--- src/rtl/mem_layout_pkg.sv ---
// Shared mem-map layout definitions for the PS big-register assemblers:
// response codes, assembler state encoding and word/index derivation.
package mem_layout_pkg;

  localparam logic [1:0] RESP_OKAY   = 2'b00;
  localparam logic [1:0] RESP_SLVERR = 2'b10;

  typedef enum logic {
    COLLECT = 1'b0,
    HOLD    = 1'b1
  } bigreg_state_t;

  function automatic int bigreg_nwords(input int data_width, input int word_width);
    return data_width / word_width;
  endfunction

  // The commit (valid) entry sits directly after the last data word.
  function automatic int bigreg_valid_id(input int base_id, input int data_width,
                                         input int word_width);
    return base_id + bigreg_nwords(data_width, word_width);
  endfunction

endpackage

--- src/rtl/ps_bigreg_assembler.sv ---
// Gathers PS mem-map word writes into a shadow and commits them as one wide
// register on a write to VALID_ID; the committed value is held until the consumer takes it.
module ps_bigreg_assembler
  import mem_layout_pkg::*;
#(
  parameter int DATA_WIDTH    = 256,
  parameter int WORD_WIDTH    = 16,
  parameter int ID_WIDTH      = 8,
  parameter int BASE_ID       = 35,
  parameter int ALLOW_PARTIAL = 0
) (
  input  logic                  clk,
  input  logic                  rst,
  input  logic                  wr_valid,
  input  logic [ID_WIDTH-1:0]   wr_id,
  input  logic [WORD_WIDTH-1:0] wr_data,
  output logic [DATA_WIDTH-1:0] reg_data,
  output logic                  reg_valid,
  input  logic                  reg_ready,
  output logic                  fresh_clr,
  output logic [1:0]            resp,
  output logic                  resp_valid,
  output logic                  busy,
  output logic [7:0]            drop_count
);

  localparam int NWORDS   = bigreg_nwords(DATA_WIDTH, WORD_WIDTH);
  localparam int VALID_ID = bigreg_valid_id(BASE_ID, DATA_WIDTH, WORD_WIDTH);
  localparam int IDX_W    = (NWORDS > 1) ? $clog2(NWORDS) : 1;

  localparam logic [ID_WIDTH-1:0] BASE_IDX  = ID_WIDTH'(BASE_ID);
  localparam logic [ID_WIDTH-1:0] VALID_IDX = ID_WIDTH'(VALID_ID);

  bigreg_state_t state, state_nxt;

  logic [NWORDS-1:0][WORD_WIDTH-1:0] shadow;
  logic [NWORDS-1:0]                 mask;
  logic [IDX_W-1:0]                  word_idx;

  logic in_word;
  logic is_commit_id;
  logic mask_full;
  logic commit;
  logic reject_hold;
  logic handshake;

  assign in_word      = wr_valid && (wr_id >= BASE_IDX) && (wr_id < VALID_IDX);
  assign is_commit_id = wr_valid && (wr_id == VALID_IDX);
  assign word_idx     = IDX_W'(wr_id - BASE_IDX);
  assign mask_full    = &mask;

  assign commit      = is_commit_id && (state == COLLECT) && (mask_full || (ALLOW_PARTIAL != 0));
  assign reject_hold = is_commit_id && (state == HOLD);
  assign handshake   = (state == HOLD) && reg_ready;

  assign reg_valid = (state == HOLD);
  assign busy      = (state == HOLD);

  always_ff @(posedge clk) begin
    if (rst) begin
      state <= COLLECT;
    end else begin
      state <= state_nxt;
    end
  end

  always_comb begin
    state_nxt = state;
    case (state)
      COLLECT: if (commit)    state_nxt = HOLD;
      HOLD:    if (handshake) state_nxt = COLLECT;
      default:                state_nxt = COLLECT;
    endcase
  end

  // Only one mem-map write per cycle, so a word store and a commit's mask
  // clear never coincide; a word store alongside a handshake is independent.
  always_ff @(posedge clk) begin
    if (rst) begin
      shadow     <= '0;
      mask       <= '0;
      reg_data   <= '0;
      fresh_clr  <= 1'b0;
      resp       <= RESP_OKAY;
      resp_valid <= 1'b0;
      drop_count <= 8'd0;
    end else begin
      fresh_clr  <= handshake;
      resp_valid <= in_word || is_commit_id;
      resp       <= (is_commit_id && !commit) ? RESP_SLVERR : RESP_OKAY;

      if (in_word) begin
        shadow[word_idx] <= wr_data;
        mask[word_idx]   <= 1'b1;
      end

      if (commit) begin
        reg_data <= shadow;
        mask     <= '0;
      end

      if (reject_hold && (drop_count != 8'hFF)) begin
        drop_count <= drop_count + 8'd1;
      end
    end
  end

endmodule

--- config.mk ---
export PLATFORM = sky130hd
export DESIGN_NAME = ps_bigreg_assembler
export DESIGN_NICKNAME = d
export VERILOG_FILES = /design/src/rtl/mem_layout_pkg.sv /design/src/rtl/ps_bigreg_assembler.sv
export SDC_FILE = /design/constraint.sdc
export NUM_CORES = 1
export LEC_CHECK = 0
export CORE_MARGIN = 3
export CORE_UTILIZATION = 50
export CTS_BUF_LIST = sky130_fd_sc_hd__clkbuf_4
export CTS_CLUSTER_DIAMETER = 150
export DETAILED_ROUTE_END_ITERATION = 8
export GPL_TIMING_DRIVEN = 0
export PLACE_DENSITY_LB_ADDON = 0.3
export REMOVE_ABC_BUFFERS = 1
export SLEW_MARGIN = 10
export SYNTH_ARGS = -nofsm -noshare
export SYNTH_HDL_FRONTEND = slang
export SYNTH_SLANG_ARGS = --single-unit
--- constraint.sdc ---
create_clock -name clk -period 2.1 [get_ports clk]
set_input_delay 0.315 -clock clk [delete_from_list [all_inputs] [get_ports clk]]
set_output_delay 0.315 -clock clk [all_outputs]
set_load 0.03 [all_outputs]
==> summary.md <==
| Metric | Value |
|---|---|
| I/O pin count | 298 |
| Crit path kind | in2reg |
| VDD IR max | 539 uV |
| Tot GR Track Use | 29.6% |
| Max-slew headroom | 9.88% |
| Final setup vio count | 17 |
| Clk pwr share | 44.6% |
| Crit path largest cell delay | 0.80 ns |
| Sw power | 4.47 mW |
| Die Ht | 209 um |
| CP max stage cell | or3b_1 |
| Root buffer cell | clkbuf_4 |
| Detailed-route wire length per cell | 20.5 um |
| GR Overflow Total | 0 |
| Critical path launch point | wr_valid |
| Initial antenna violation count | 8 |
| Top post-synthesis cells by count | dfxtp_1 (540), a21oi_1 (474), nand2_1 (422), nand4_1 (271), o21ai_0 (257) |
| Total power | 19.5 mW |
| Critical Path Fanout Max | 12 |
| Clock tree buffer depth | 3 |
| Worst endpoint required time | 2.79 ns |
| Mapped Cells | 2455 |
| Switching part of the total power | 22.9% |
| Mapped cell area | 0.0206 mm2 |
| CTS Hold Bufs | 0 |
| Flops & latches, synth | 540 |
| Initial DRC Count | 1915 |
| Slew @ Worst Pin | 1.35 ns |
| Drt first pass iters | 6 |
| Failing checks | negative setup slack |
| Hold crit path type | in2reg |
| Number of synthesized flops with an enable pin | 0 |
| Clock Sinks | 540 |
| Final cell count without fillers | 3325 |
| Worst-path cell chain | clkdlybuf4s50_1 -> or3b_1 -> a21oi_1 -> nand4_1 -> buf_4 -> buf_6 -> mux2i_1 |
| Core footprint | 0.0402 mm2 |
| Met2 Use GR | 46.1% |
| Routability Congestion | 0.888 |
| Worst-skew pair later-pin latency | 0.81 ns |
| CTS Buf Count | 139 |
| Largest net degree at the start of global routing | 153 |
| First-pass GRT wire length | 105000 um |
| Leakage | 10.2 nW |
| Synth top area cells | dfxtp_1 (53%), a21oi_1 (12%), nand4_1 (8.2%) |
| Vias in the first global route | 18970 |
| Nets | 2743 |
| Detailed-route via count | 19873 |
| CTS tree | yes |
| Initial Util | 51.1% |
| Post-synth top area cell | dfxtp_1 |
| Post-DRT Antenna Nets | 0 |
| Post-synthesis sequential area ratio | 52.6% |
| Max Clk Rate | 461 MHz |
| Area growth syn-to-layout | 26.2% |
| Clock Pin Slew Worst Setup and Hold Paths | 0.07 ns |
| Final Max Slew Viols | 0 |
| GRT busiest layer | met2 |
| Internal power | 15.0 mW |
| Die area | 0.0436 mm2 |
| Most frequent cell after synthesis | dfxtp_1 |
| Row cnt | 73 |
| Sequential share of power | 52.6% |
| Status | complete, but fails checks |
| Post-synthesis async set-or-reset flop share | 0% |
| Max-cap violations | 0 |
| Met1 Usage GRT | 38.6% |
| Main synth FF type | dfxtp_1 |
| Worst Skew | 0.0339 ns |
| Logic pwr share | 2.8% |
| Pwr dens | 751 mW/mm2 |
| Startpoint Class | input pin |
| Worst path arrival time | 2.86 ns |
| Post-route minimum period | 2.17 ns |
| CTS H-Tree Depth | 4 |
| Via/cell ratio | 5.98 |
| Worst r2r src | busy |
| Die X | 209 um |
| CP Buf/Inv Count | 3 |
| Layout cells sized above 1 | 12.5% |
| Delay-heaviest family, CP | simple AND/OR/NAND/NOR gates |
| DRC | 0 |
| Final Hold Violating Endpoints | 0 |
| IO buf count | 296 |
| Routed WL | 68100 um |
| HPWL after DPL | 38300 um |
| Fin crit share | 103% |
| HP Start | rst |
| Placed cell count | 3047 |
| Routing usage on met3 | 7.69% |
| Yosys top cell area share | 52.6% |
| Setup crit end kind | flop |
| Distinct cell type count after synthesis | 44 |
| Syn Area/Cell | 8.37 um2 |
| Final WS setup | -0.0689 ns |
| Syn. warnings | 0 |
-- flip-flops by register name, summed over array words and instances, names as in the netlist --
signal and flops:
drop_count 8, mask 16, resp 1, shadow 256, resp_valid 1, fresh_clr 1, reg_data 256, busy 1
-- power by group through the flow --
stage | registers [mW] | clock network (mW) | logic (mW)
detailed placement | 10.5 | 0 | 0.519
global placement | 10.5 | 0 | 0.526
global route | 10.2 | 9.43 | 0.562
finish | 10.3 | 8.68 | 0.542
floorplan | 10.5 | 0 | 0.104
CTS | 10.3 | 8.86 | 0.527
-- per-layer routing --
metal / routed length, um / part of all wire (%)
met2: 31800 / 47
met4: 2490 / 3.7
met5: 59 / 0.087
met3: 6300 / 9.2
met1: 27400 / 40
-- repair_timing --
item / CTS / global route
cloned: 5 / 3
gates resized for setup: 282 / 7
buffers inserted: 34 / 10
endpoints found under the setup margin: 793 / 314
pin swaps: 25 / 6
-- worst paths after layout --
kind,endpoint,slack (ns),depth (start not counted)
max,shadow[252],-0.07,7
max reg2reg,reg_data[78],0.10,7
min,shadow[211],0.05,2
min reg2reg,reg_data[85],0.45,2
-- cell type report --
class	count	area, um2
clock inverter	17	123
sequential	540	10800
inverter	5	18.8
clock buffer	205	1540
timing repair buffer	383	4020
fill	3495	14200
antenna	5	12.5
tap	525	657
multi-input combinational	1645	8760
-- placed cells by master (no fill, tap or decap), drive strengths merged, types with 11 or more instances in the layout --
cell type	count
dfxtp	540
clkdlybuf4s50	20
o21ai	257
nand2	422
clkbuf	208
a21oi	477
clkinv	11
mux2i	48
nand2b	38
nor2	63
dlygate4sd2	267
buf	90
nand4	271
-- stage by stage --
stage / hold slack (ns) / worst slack (ns) / instance area, um2 / setup TNS [ns] / utilization [%]
finish: 0.0522 / -0.0689 / 25900 / -0.822 / 64.5
global route: 0.00105 / -0.0991 / 25900 / -1.23 / 64.5
CTS: 0.0128 / 0.0207 / 25800 / 0 / 64.2
detailed placement: 0.432 / -1.76 / 23900 / -621.45 / 59.6
global placement: 0.435 / -13.36 / 23000 / -6523.57 / 57.3
floorplan: 0.377 / -6.74 / 19400 / -1838.45 / -
-- cell families after synthesis --
kind of cell	after synthesis	synth area share (%)
multiplexers	48	2.34
buffers and inverters	274	5.59
AND/OR/NAND/NOR	841	20.6
adder cells (fa/ha/maj)	1	0.0609
AO/OA/AOI/OAI	750	18.8
other	1	0.0182
flip-flops	540	52.6
Power figures use the tool's default switching activity.
